File: config.mk
export PLATFORM = sky130hd
export DESIGN_NAME = voice_allocator
export DESIGN_NICKNAME = d
export VERILOG_FILES = /design/src/rtl/voice_allocator.sv
export SDC_FILE = /design/constraint.sdc
export NUM_CORES = 1
export LEC_CHECK = 0
export CORE_UTILIZATION = 40
export DETAILED_ROUTE_END_ITERATION = 12
export PLACE_DENSITY = 0.75
export SYNTH_ARGS = -nofsm -noshare
export SYNTH_HDL_FRONTEND = slang
export SYNTH_SLANG_ARGS = --single-unit
File: constraint.sdc
create_clock -name clk -period 6.3 [get_ports clk]
set_clock_uncertainty 0.1 [all_clocks]
set_input_delay 0.63 -clock clk [delete_from_list [all_inputs] [get_ports clk]]
set_output_delay 0.63 -clock clk [all_outputs]
set_load 0.02 [all_outputs]
File: src/rtl/voice_allocator.sv
// Three-voice note allocator: assigns note requests to free voices and counts beats down per voice.
// Optional macro VOICE_STEAL_EN: when all voices are busy, steal the voice with the fewest beats left.
module voice_allocator #(
    parameter int NOTE_W = 6,
    parameter int DUR_W  = 6
) (
    input  logic              clk,
    input  logic              reset,
    input  logic              play_enable,
    input  logic              load_new_note,
    input  logic [NOTE_W-1:0] note_to_load,
    input  logic [DUR_W-1:0]  duration,
    input  logic              beat,
    output logic [2:0]        voice_load,
    output logic [NOTE_W-1:0] voice_note,
    output logic [DUR_W-1:0]  voice_duration,
    output logic [2:0]        voice_busy,
    output logic [2:0]        voice_done,
    output logic              all_idle,
    output logic              note_dropped
);

    localparam logic [DUR_W-1:0] DUR_ZERO = {DUR_W{1'b0}};
    localparam logic [DUR_W-1:0] DUR_ONE  = DUR_W'(1);

    logic [DUR_W-1:0]  r_cnt [3];
    logic              r_armed;
    logic [2:0]        r_voice_load;
    logic [NOTE_W-1:0] r_voice_note;
    logic [DUR_W-1:0]  r_voice_duration;
    logic [2:0]        r_voice_done;
    logic              r_note_dropped;

    logic [2:0]        w_free;
    logic              w_req;
    logic              w_tick;
    logic [2:0]        w_sel;
    logic              w_drop;
    logic [DUR_W-1:0]  w_cnt_nxt [3];
    logic [2:0]        w_done_nxt;

`ifdef VOICE_STEAL_EN
    // Smallest remaining count wins; ties resolve toward the lowest index.
    function automatic logic [2:0] steal_pick(input logic [DUR_W-1:0] c0,
                                              input logic [DUR_W-1:0] c1,
                                              input logic [DUR_W-1:0] c2);
        logic [2:0] pick;
        if ((c0 <= c1) && (c0 <= c2)) begin
            pick = 3'b001;
        end else if (c1 <= c2) begin
            pick = 3'b010;
        end else begin
            pick = 3'b100;
        end
        return pick;
    endfunction
`endif

    assign w_free[0]      = (r_cnt[0] == DUR_ZERO);
    assign w_free[1]      = (r_cnt[1] == DUR_ZERO);
    assign w_free[2]      = (r_cnt[2] == DUR_ZERO);
    assign w_tick         = beat & play_enable;
    // r_armed masks the request sampled on the first edge after reset release.
    assign w_req          = r_armed & load_new_note & (duration != DUR_ZERO);

    // Voice selection for the current request, based on registered counter state only.
    always_comb begin
        w_sel  = 3'b000;
        w_drop = 1'b0;
        if (w_req) begin
            if (w_free[0]) begin
                w_sel = 3'b001;
            end else if (w_free[1]) begin
                w_sel = 3'b010;
            end else if (w_free[2]) begin
                w_sel = 3'b100;
            end else begin
`ifdef VOICE_STEAL_EN
                w_sel = steal_pick(r_cnt[0], r_cnt[1], r_cnt[2]);
`else
                w_drop = 1'b1;
`endif
            end
        end else begin
            w_sel = 3'b000;
        end
    end

    // Next counter values and done pulses; a load overrides a beat decrement.
    always_comb begin
        w_done_nxt = 3'b000;
        for (int i = 0; i < 3; i++) begin
            w_cnt_nxt[i] = r_cnt[i];
            if (w_sel[i]) begin
                w_cnt_nxt[i] = duration;
            end else if (w_tick && !w_free[i]) begin
                w_cnt_nxt[i]  = r_cnt[i] - DUR_ONE;
                w_done_nxt[i] = (r_cnt[i] == DUR_ONE);
            end else begin
                w_cnt_nxt[i] = r_cnt[i];
            end
        end
    end

    // State and registered outputs.
    always_ff @(posedge clk or negedge reset) begin
        if (!reset) begin
            for (int i = 0; i < 3; i++) begin
                r_cnt[i] <= DUR_ZERO;
            end
            r_armed          <= 1'b0;
            r_voice_load     <= 3'b000;
            r_voice_note     <= {NOTE_W{1'b0}};
            r_voice_duration <= DUR_ZERO;
            r_voice_done     <= 3'b000;
            r_note_dropped   <= 1'b0;
        end else begin
            for (int i = 0; i < 3; i++) begin
                r_cnt[i] <= w_cnt_nxt[i];
            end
            r_armed        <= 1'b1;
            r_voice_load   <= w_sel;
            r_voice_done   <= w_done_nxt;
            r_note_dropped <= w_drop;
            if (w_sel != 3'b000) begin
                r_voice_note     <= note_to_load;
                r_voice_duration <= duration;
            end else begin
                r_voice_note     <= r_voice_note;
                r_voice_duration <= r_voice_duration;
            end
        end
    end

    assign voice_load     = r_voice_load;
    assign voice_note     = r_voice_note;
    assign voice_duration = r_voice_duration;
    assign voice_done     = r_voice_done;
    assign note_dropped   = r_note_dropped;
    assign voice_busy     = ~w_free;
    assign all_idle       = (w_free == 3'b111);

endmodule

== Yosys cells after proc, flatten, opt, wreduce, memory -nomap -nowiden ==
Index checks and enable logic that the tools add are counted.

* Register bits after elaboration: 38
* Output and inout bits: 23

* Reduce and logical (&&, ||, !) cells: 14
* $add $sub $neg: 3
* Bitwise gates (word level): 4
* Equality and inequality tests: 4
* Mux-type cells: 20

{| class="wikitable"
|+ Operators with widths
! cell !! count
|-
| 6-bit two-way mux || 6
|-
| 6-bit by 1-bit equality test with 1-bit output, second input constant || 3
|-
| 6-bit logical NOT || 3
|-
| 6-bit by 1-bit subtractor with 6-bit output, second input constant || 3
|-
| 3-bit two-way mux || 4
|-
| 1-bit two-way mux || 10
|-
| 2-bit nonzero test || 3
|-
| 6-bit nonzero test || 1
|-
| 1-bit AND || 3
|-
| 3-bit equality test, second input constant || 1
|-
| 1-bit logical AND || 3
|-
| 1-bit logical NOT || 3
|-
| 3-bit NOT || 1
|-
| 3-bit nonzero test || 1
|}

== Longest topological paths before layout ==
* Depth in word-level cells: 6
* Gate-level depth with buffers: 8
* Gate-level depth less buffers: 7

== Worst setup path after synthesis ==
Ideal clock, no wire load.

* Kind: register to output
* Start: register r_cnt[6] (netlist name)
* End: output all_idle
* Stages on the path, launching flop included: 8
* Data arrival time: 1,813 ps
* Path slack: 3,757 ps
* Data required time: 5,570 ps
* Buffers on the path: 1
* Path through: dfrtp_1 > inv_1 > ha_1 > nor2b_1 > and2_0 > buf_2 > inv_1 > nor3_1

* Word-level cells in the longest chain between the ends: 2

{| class="wikitable"
|+ RTL lines
! what !! RTL line !! source
|-
| start, declared || 26 || <nowiki>logic [DUR_W-1:0] r_cnt [3];</nowiki>
|-
| start signal, assigned by index || 119 || <nowiki>r_cnt[i] <= w_cnt_nxt[i];</nowiki>
|-
| 6-bit logical NOT || 60 || <nowiki>assign w_free[1] = (r_cnt[1] == DUR_ZERO);</nowiki>
|-
| 3-bit equality test || 141 || <nowiki>assign all_idle = (w_free == 3'b111);</nowiki>
|-
| end, declared || 19 || <nowiki>output logic all_idle,</nowiki>
|}

No other way between the ends.

== Final worst setup path ==
Same ends and word-level chain as after synthesis.

==> summary.md <==
| Metric | Value |
|---|---|
| Status | finished, violations left |
| Failing checks | DRC |
| Post-synth top flop | dfrtp_1 |
| Clock slew at reported path FFs | 80 ps |
| Placed wire-length estimate | 2900 µm |
| # rows | 24 |
| Kind of critical path | register to output port |
| Setup TNS | 0 ps |
| VDD IR max | 0.195 mV |
| Slowest Stage Delay on Critical Path | 630 ps |
| Register area share after synthesis | 49.5% |
| Clock share of power | 22.0% |
| Synth Warn # | 0 |
| Largest net degree at the start of global routing | 39 |
| R2r startpoint | r_cnt[0] |
| Share of post-route cells with drive strength above 1 | 13.7% |
| Top Family by Delay on Critical Path | buffers and inverters |
| Placement Setup Slack | 3220 ps |
| Share of synthesized flip-flops with an asynchronous set or reset | 100% |
| Slew @ Worst Pin | 861 ps |
| Pins Over Slew Limit | 0 |
| # IOs | 40 |
| Total CTS buffers | 5 |
| CTS root buf | clkbuf_8 |
| Drt first-iter violations | 83 |
| Initial antenna violation count | 0 |
| Setup crit end | all_idle |
| Setup bufs post-CTS | 0 |
| Final nets | 227 |
| IO Port Bufs | 39 |
| Seq pwr share | 37.5% |
| Synth Area per Inst | 11.8 µm² |
| WP buf/inv | 3 |
| Crit Path Max Fanout | 7 |
| DR pass1 iterations | 8 |
| Worst EP required | 5570 ps |
| Syn nets | 186 |
| Die Height | 71.3 µm |
| Overall Global Routing Usage | 18.1% |
| Max-slew headroom | 42.6% |
| Cell Chain, Critical Path | inv_1 > ha_1 > nor2b_1 > and2_0 > inv_1 > nor3_1 > clkdlybuf4s50_1 |
| Most frequent cells in the layout | 38 x clkdlybuf4s50_1, 38 x dfrtp_1, 10 x mux2_4 |
| Pwr dens | 462 nW/µm² |
| Final count of hold timing violations | 0 |
| Maxcap violations | 0 |
| CP Depth | 7 |
| Worst Setup Slack, final | 2870 ps |
| Mapped cell area | 1920 µm² |
| P&R area growth vs syn | 28.7% |
| Total gr overflow | 0 |
| Sink Count | 38 |
| Vias in the first global route | 1441 |
| Synth Instances | 163 |
| CTS tree | yes |
| Placed Area | 2330 µm² |
| CORE AREA | 4470 µm² |
| CTS Hold Buffers Added | 0 |
| Antenna cells | 0 |
| Fin area | 2470 µm² |
| Final ANT Viol Nets | 0 |
| EDFF count, synth | 0 |
| Hold_ws | 339 ps |
| Initial Util | 42.9% |
| Unrepaired setup endpoints after global routing | no |
| Crit end category | output port |
| GP Congestion | 0.802 |
| Post-Route WL | 4130 µm |
| Endpoints failing setup | 0 |
| H-Tree Depth | 2 |
| DRC Markers | 3 |
| Post-CTS sizing | 0 |
| Slowest cell on crit path | clkdlybuf4s50_1 |
| Via density | 5.60 |
| CP Launch Type | register |
| Crit path DAT | 2700 ps |
| Clock buffer depth | 2 |
| Synth Area in Compound Gates | 15.7% |
| Total vias in the final route | 1440 |
| Post-Synth Adder-Cell Area | 3.91% |
| Hold Path Class | input pin to async pin |
| Mux share of post-synthesis cell area | 9.58% |
| First-pass GRT wire length | 7020 µm |
| Reg-to-reg critical path endpoint | voice_duration[0] |
| Leakage | 1.10 nW |
| Flop-to-flop setup slack | 3810 ps |
| Net switching power figure | 0.393 mW |
| Largest family of logic cells by synthesized area | simple AND/OR/NAND/NOR gates |
| Synth cell types | 45 |
| Mean routed wirelength per cell | 16.1 µm |
| Cell Int Power | 0.747 mW |
| Most common cell on crit path | inv_1 |
| Worst setup startpoint | r_cnt[6] |
| Fin crit period | 3430 ps |
| R2r worst-path depth | 6 |
| Yosys reg bits | 38 |
| Xor and xnor fraction of the mapped netlist area | 1.37% |
| Fmax | 291 MHz |
| Die Area | 5080 µm² |
| Clock latency on the worst-skew pair | 300 ps |
| Logic pwr share | 40.6% |
| Die Span X | 71.3 µm |
| Sw Ratio | 34.5% |
| Post-Synth Simple-Gate Area | 16.0% |
| Fin crit share | 54.5% |
| Fillers | 401 |
-- synthesized netlist by cell type (2+ instances only) --
cell type	instances	area share [%]
a211oi_1	2	0.78
a21boi_0	2	0.78
a21o_1	8	3.1
a21oi_1	3	0.78
a221o_1	8	4.2
a311oi_1	3	1.4
a31oi_1	2	0.65
and2_1	2	0.65
and3_1	3	0.98
buf_2	2	0.52
buf_6	2	1.2
dfrtp_1	38	50
ha_1	6	3.9
inv_1	8	1.6
mux2_2	3	1.8
mux2_4	10	7.8
nand2_1	5	0.98
nand3_1	3	0.78
nor2_1	8	1.6
nor2b_1	3	0.98
nor3_1	5	1.3
nor3_2	2	1.0
nor3b_1	3	1.2
nor4_1	3	0.98
nor4b_1	2	0.91
o211ai_1	3	1.2
o21ai_0	2	0.52
or3_1	4	1.3
xor2_1	2	0.91
-- power groups by stage --
| stage | Combinational, mW | Sequential, mW | Clock (mW) |
|---|---|---|---|
| floorplan | 0.266 | 0.464 | 0 |
| global placement | 0.450 | 0.428 | 0 |
| detailed placement | 0.463 | 0.429 | 0 |
| CTS | 0.466 | 0.428 | 0.256 |
| global route | 0.504 | 0.441 | 0.269 |
| finish | 0.463 | 0.428 | 0.250 |
-- area by class of cell --
class / count / area, µm² / area share [%]
well taps: 52 / 65.1 / 2.63
clock buffers: 5 / 68.8 / 2.78
multi-input cells: 111 / 898 / 36.4
clock inverters: 3 / 68.8 / 2.78
repair buffers: 39 / 385 / 15.6
flip-flops and latches: 38 / 951 / 38.5
inverters: 9 / 33.8 / 1.37
-- per-stage QoR --
stage               power [mW]  utilization [%]  std cells
global placement         0.878             52.2        249
global route              1.21             55.2        257
finish                    1.14             55.2        257
floorplan                0.730                -        163
detailed placement       0.893             52.2        249
CTS                       1.15             55.2        257
-- metal layers --
layer,wire (µm),vias to the layer above,GRT usage [%]
met4,125,0,11.3
met3,187,11,2.95
li1,-,691,-
met1,1940,696,25.5
met5,0,-,0
met2,1880,42,26.2
-- flip-flops by register name, summed over array words and instances, names as in the netlist --
signal and flops:
voice_duration 6, r_armed 1, voice_done 3, note_dropped 1
voice_note 6, r_cnt 18, voice_load 3
-- worst min path at each step --
stage / from / endpoint / slack, ps / depth (start not counted)
5_1_grt: reset / voice_note[2] / 400 / 1
6_report: reset / voice_note[2] / 340 / 1
2_1_floorplan: reset / note_dropped / 230 / 0
3_5_place_dp: r_cnt[2] / voice_done[2] / 380 / 1
3_3_place_gp: r_cnt[2] / voice_done[2] / 370 / 1
4_1_cts: reset / voice_note[2] / 360 / 1
-- cells by family (layout without fill, tap and decap cells) --
kind of cell	count (synthesis)	after routing
AND/OR/NAND/NOR	50	50
AO/OA/AOI/OAI	38	38
flip-flops	38	38
buffers and inverters	14	56
multiplexers	13	13
adder cells (fa/ha/maj)	6	6
XOR/XNOR	3	3
other	1	1
-- worst reg2reg max path: stages (launching register included) --
cell,delay [ps]
dfrtp_1,420
inv_1,60
ha_1,210
nand2b_1,130
or2_0,430
a21o_1,630
mux2_2,400
Note: power is estimated with default switching activity, not from simulation.
